--- config.mk ---
export PLATFORM = sky130hd
export DESIGN_NAME = pfb_out_snap_ctrl
export DESIGN_NICKNAME = d
export VERILOG_FILES = /design/src/rtl/pfb_out_snap_ctrl.sv
export SDC_FILE = /design/constraint.sdc
export NUM_CORES = 1
export LEC_CHECK = 0
export CAP_MARGIN = 20
export CORE_MARGIN = 5
export CORE_UTILIZATION = 48
export DETAILED_ROUTE_END_ITERATION = 16
export PLACE_DENSITY = 0.86
export SLEW_MARGIN = 20
export SYNTH_ARGS = -nofsm -noshare
export SYNTH_HDL_FRONTEND = slang
export SYNTH_SLANG_ARGS = --single-unit
--- constraint.sdc ---
create_clock -name clk -period 5.2 [get_ports clk]
set_input_delay 0.78 -clock clk [delete_from_list [all_inputs] [get_ports clk]]
set_output_delay 0.78 -clock clk [all_outputs]
set_load 0.01 [all_outputs]
--- src/rtl/pfb_out_snap_ctrl.sv ---
// ---------------------------------------------------------------------------
// pfb_out_snap_ctrl
//
// Capture controller feeding port A of the PFB output snapshot BRAM.
// After software raises arm, the controller waits for the next frame start.
// With WAIT_SYNC=1 the frame starts on the first valid sample that carries
// sync. With WAIT_SYNC=0 it starts on the first valid sample. From there it
// writes 2**ADDR_WIDTH consecutive valid samples into the BRAM. It then
// raises done so the CPU can read the buffer over port B.
//
// Ports
//   clk           fabric clock, rising edge
//   rst           asynchronous, active-high reset
//   arm           software arm level; a rising edge arms a capture
//   din           PFB output sample
//   din_valid     din qualifier
//   din_sync      PFB frame sync, meaningful only with din_valid
//   bram_we       BRAM port-A write enable
//   bram_en_a     BRAM port-A enable (mirrors bram_we)
//   bram_addr     BRAM port-A word address
//   bram_wr_data  BRAM port-A write data
//   busy          high while armed or capturing
//   done          high once the buffer is complete and stable
//   wr_count      words written in the current or last capture
// ---------------------------------------------------------------------------
module pfb_out_snap_ctrl #(
  parameter int DATA_WIDTH = 64,
  parameter int ADDR_WIDTH = 10,
  parameter bit WAIT_SYNC  = 1'b1
) (
  input  logic                  clk,
  input  logic                  rst,
  input  logic                  arm,
  input  logic [DATA_WIDTH-1:0] din,
  input  logic                  din_valid,
  input  logic                  din_sync,
  output logic                  bram_we,
  output logic                  bram_en_a,
  output logic [ADDR_WIDTH-1:0] bram_addr,
  output logic [DATA_WIDTH-1:0] bram_wr_data,
  output logic                  busy,
  output logic                  done,
  output logic [ADDR_WIDTH:0]   wr_count
);

  typedef enum logic [1:0] {
    S_IDLE,
    S_ARMED,
    S_CAPTURE,
    S_DONE
  } state_t;

  localparam logic [ADDR_WIDTH-1:0] ADDR_ONE = ADDR_WIDTH'(1);
  localparam logic [ADDR_WIDTH:0]   CNT_ONE  = (ADDR_WIDTH + 1)'(1);

  state_t                  state_q;
  logic                    arm_q;
  logic                    last_q;       // final word has been accepted
  logic                    busy_q;
  logic                    done_q;
  logic [ADDR_WIDTH-1:0]   addr_q, addr_d;
  logic [ADDR_WIDTH:0]     wr_count_q, wr_count_d;
  logic                    bram_we_q;
  logic [ADDR_WIDTH-1:0]   bram_addr_q, bram_addr_d;
  logic [DATA_WIDTH-1:0]   bram_wr_data_q, bram_wr_data_d;

  logic arm_rise;
  logic start;
  logic accept;
  logic accept_last;
  logic enter_armed;

  // A rising edge only counts once arm_q has seen arm low. arm_q resets to 1,
  // so an arm level held high through reset does not arm a capture.
  assign arm_rise = arm & ~arm_q;
  assign start    = WAIT_SYNC ? (din_valid & din_sync) : din_valid;

  // A sample is taken on the frame start in ARMED, or on any valid cycle in
  // CAPTURE until the final word has been accepted. Sync is ignored once the
  // capture is running.
  assign accept = ((state_q == S_ARMED) & start) |
                  ((state_q == S_CAPTURE) & din_valid & ~last_q);
  assign accept_last = accept & (addr_q == {ADDR_WIDTH{1'b1}});

  // Re-arming is only possible from IDLE or DONE. A rising edge of arm in
  // ARMED or CAPTURE never restarts a frame.
  assign enter_armed = arm_rise & ((state_q == S_IDLE) | (state_q == S_DONE));

  // NOTE: every signal written in this block is given a default first. A path
  // that leaves a signal unassigned would infer a latch.
  always_comb begin
    addr_d         = addr_q;
    wr_count_d     = wr_count_q;
    bram_addr_d    = bram_addr_q;
    bram_wr_data_d = bram_wr_data_q;

    // wr_count tracks the strobes themselves, so it reaches its full value on
    // the same cycle that done rises.
    if (bram_we_q) begin
      wr_count_d = wr_count_q + CNT_ONE;
    end

    if (accept) begin
      bram_addr_d    = addr_q;
      bram_wr_data_d = din;
      addr_d         = addr_q + ADDR_ONE;
    end

    // enter_armed cannot coincide with accept or with a strobe: it only fires
    // in IDLE or DONE, and neither state has a write in flight.
    if (enter_armed) begin
      addr_d     = '0;
      wr_count_d = '0;
    end
  end

  // NOTE: sequential state uses non-blocking assignments only. Every register
  // then updates from the values before the edge, whatever the statement order.
  always_ff @(posedge clk or posedge rst) begin
    if (rst) begin
      arm_q          <= 1'b1;
      addr_q         <= '0;
      wr_count_q     <= '0;
      bram_we_q      <= 1'b0;
      bram_addr_q    <= '0;
      bram_wr_data_q <= '0;
    end else begin
      arm_q          <= arm;
      addr_q         <= addr_d;
      wr_count_q     <= wr_count_d;
      bram_we_q      <= accept;
      bram_addr_q    <= bram_addr_d;
      bram_wr_data_q <= bram_wr_data_d;
    end
  end

  // Control FSM. busy and done are registered together with the state, so
  // both outputs change on the same edge as the state they describe.
  always_ff @(posedge clk or posedge rst) begin
    if (rst) begin
      state_q <= S_IDLE;
      last_q  <= 1'b0;
      busy_q  <= 1'b0;
      done_q  <= 1'b0;
    end else begin
      case (state_q)
        S_IDLE: begin
          // A start that coincides with the arm edge is not captured.
          if (arm_rise) begin
            state_q <= S_ARMED;
            busy_q  <= 1'b1;
          end
        end
        S_ARMED: begin
          if (start) begin
            state_q <= S_CAPTURE;
            last_q  <= accept_last;
          end
        end
        S_CAPTURE: begin
          if (accept_last) begin
            last_q <= 1'b1;
          end
          // Move to DONE on the edge that ends the final strobe. The last word
          // is therefore committed before done is seen.
          if (last_q && bram_we_q) begin
            state_q <= S_DONE;
            last_q  <= 1'b0;
            busy_q  <= 1'b0;
            done_q  <= 1'b1;
          end
        end
        S_DONE: begin
          if (arm_rise) begin
            state_q <= S_ARMED;
            busy_q  <= 1'b1;
            done_q  <= 1'b0;
          end
        end
        default: begin
          state_q <= S_IDLE;
          last_q  <= 1'b0;
          busy_q  <= 1'b0;
          done_q  <= 1'b0;
        end
      endcase
    end
  end

  assign bram_we      = bram_we_q;
  assign bram_en_a    = bram_we_q;
  assign bram_addr    = bram_addr_q;
  assign bram_wr_data = bram_wr_data_q;
  assign busy         = busy_q;
  assign done         = done_q;
  assign wr_count     = wr_count_q;

endmodule
==> results.cfg <==
[outcome]
run_status = finished, final reports clean

[worst_hold_path]
hp-class = register to register

[routing]
detailedRoute.firstIterationViolations = 118
post_drt_wl_per_cell_um = 15.0
antenna_left = 0
postRouteWirelength_um = 10800
route.detailed.drc = 0
drtPass1Iterations = 4
via_count = 3568
viasPerCell = 4.97

[synthesis]
yosys_warnings = 0
synth_sequential_area_ratio_pct = 59.7
yosysTopAreaCell = sky130_fd_sc_hd__dfrtp_1
synth.most_common_cell = sky130_fd_sc_hd__nand2_1
avgSynthCellArea_um2 = 9.33
synthDominantCellAreaShare_pct = 59.1
post_synth_edffs = 0
asyncSetResetFlopFracSynth_pct = 100
most_frequent_cells_after_synthesis = sky130_fd_sc_hd__nand2_1 (229), sky130_fd_sc_hd__dfrtp_1 (101), sky130_fd_sc_hd__nor2_1 (20), sky130_fd_sc_hd__xnor2_1 (14), sky130_fd_sc_hd__buf_6 (8)
syn-instance-count = 458
post_synth_main_area_contributors = sky130_fd_sc_hd__dfrtp_1 (59%), sky130_fd_sc_hd__nand2_1 (20%), sky130_fd_sc_hd__xnor2_1 (2.9%)
yosys_most_used_dff = sky130_fd_sc_hd__dfrtp_1
synth.net_count = 533
flop_and_latch_count_out_of_synthesis = 102
netlist_area_mm2 = 0.00428
synth_cell_type_count = 34

[sta]
timing.clock.skew_ns = 0.0129
period_needed_ns = 2.81
finalSetupViolCount = 0
slew_violations = 0
finalSetupTns_ns = 0
fin_hold_ws_ns = 0.478
rsz0062_at_grt = no
post-route-period-util_pct = 54.0
fmaxAchievable_ghz = 0.356
final_hold_viol_count = 0
worstMarginPinSlew_ns = 1.02
relSlewSlack_pct = 31.9

[clock_tree]
cts_buffer_depth = 2
path_clk_slew_ns = 0.09
cts-root-buf = sky130_fd_sc_hd__clkbuf_8
tritoncts_clock_tree = yes
cts-htree-levels = 3
cts-resized-gates = 0
cts_hold_repair.buffers = 0
cts_sinks = 102
postCtsSetupBuffers = 0
insertion_delay_ns = 0.35
cts_inserted_buffers = 9

[placed_design]
place.port_buffers = 157
hpwlAfterDp_um = 7550
finalWeightedCongestion = 0.841

[pwr]
power.internal_mw = 1.95
total_leakage_power_nw = 2.86
power_frac_clock_pct = 17.3
vdd_drop_max_v = 0.000226
comb_power_share_pct = 41.3
switch_pwr_mw = 1.02
switching_share_pct = 34.3
power_density_mw_per_mm2 = 490
power_frac_seq_pct = 41.4

[floorplanning]
dieArea_mm2 = 0.0109
floorplan.initialDensity_pct = 49.0
design.portCount = 158
die_y_um = 104
core-area_mm2 = 0.00872
die-width_um = 104
num_rows = 34

[critical_path]
worstPathMaxFanout = 77
critical_path.endpoint_type = register
setup.worst_path.class = input pin to register
setup.worst_path.start_class = input pin
cp.arrival_ns = 3.10
worst_ep_required_time_ns = 5.49

[grt]
largest_net_degree_at_the_start_of_global_routing = 78
initial_antenna_violation_count = 0
grt_overflow = 0
global_route_wire_length_before_repair_um = 17900
track_usage_pct = 19.9
grt_pass1_vias = 3588

[final_layout]
fin_nets = 680
post-route-util_pct = 69.3
antennaDiodeCount = 0
drive_gt1_share_pct = 4.43
area.growth.synth_to_final_pct = 41.4

[job]
max_capacitance_violation_count = 0
==> power by group through the flow <==
stage	Combinational (mW)	Clock, mW	Sequential [mW]
4_1_cts	1.25	0.526	1.23
5_1_grt	1.35	0.553	1.26
2_1_floorplan	0.476	0	1.34
6_report	1.23	0.512	1.23
3_5_place_dp	1.24	0	1.24
3_3_place_gp	1.21	0	1.23
==> logic make-up after synthesis <==
family | Yosys count | synth area share (%)
muxes | 3 | 0.702
xor gates and xnor gates | 17 | 3.48
AOI/OAI and AO/OA | 24 | 4.42
DFF | 102 | 59.7
and+or+nand+nor | 275 | 25.5
buffers and inverters | 31 | 4.45
adders and majority gates | 6 | 1.76
==> worst max-delay path: stages <==
cell and delay, ns:
sky130_fd_sc_hd__clkdlybuf4s50_1 0.43, sky130_fd_sc_hd__nand2_1 0.28, sky130_fd_sc_hd__a21bo_2 0.22, sky130_fd_sc_hd__clkinv_2 0.74
sky130_fd_sc_hd__a211oi_1 0.49, sky130_fd_sc_hd__a31o_2 0.14
==> registers in the layout, summed over array words and instances, names as in the netlist <==
signal and count:
state_q 2, addr_q 10, wr_count 11, last_q 1, bram_en_a 1, done 1
bram_addr 10, arm_q 1, busy 1, bram_wr_data 64
==> layout by cell type, fill, tap and decap left out, drive strengths merged, types with 3 or more instances in the layout <==
master         instances
clkdlybuf4s50        157
nand3                  7
o21ai                  5
mux2i                  3
xnor2                 14
inv                    7
nand4                  6
a2111oi                4
nor2                  20
ha                     6
a21oi                  6
nand2                229
nor3                   5
xor2                   3
dfrtp                101
a211oi                 3
clkbuf                13
==> final timing paths <==
check                                      from                to  slack [ns]  cells after the start
max in group asynchronous                   rst  bram_wr_data[59]        3.25                      3
min in group asynchronous                   rst  bram_wr_data[19]        0.89                      2
worst max-delay path                   din_sync         addr_q[2]        2.39                      6
worst min register to register  bram_wr_data[9]   bram_wr_data[9]        0.48                      2
worst min-delay path            bram_wr_data[9]   bram_wr_data[9]        0.48                      2
worst max register to register       state_q[0]         addr_q[2]        2.47                      7
==> stage by stage <==
stage	power, mW	worst slack [ns]	instance area [µm²]	instances
finish	2.96	2.39	6040	718
global route	3.17	2.19	6040	718
CTS	3.00	2.35	6040	718
detailed placement	2.49	1.97	5840	702
global placement	2.43	2.05	5840	702
floorplan	1.82	1.75	4280	458
==> area by class of cell <==
class,instances,area [µm²]
Fill cell,659,2680
Sequential cell,102,2550
Timing Repair Buffer,159,1590
Multi-Input combinational cell,325,1530
Clock buffer,13,159
Tap cell,108,135
Clock inverter,3,45.0
Inverter,8,33.8
==> routing by layer <==
layer	global-route usage (%)	part of all wire, %
met5	0	0
met4	6.75	2.1
met3	4.35	6.4
met1	26.2	43
met2	32.4	48
(Power assumes the default switching activity.)
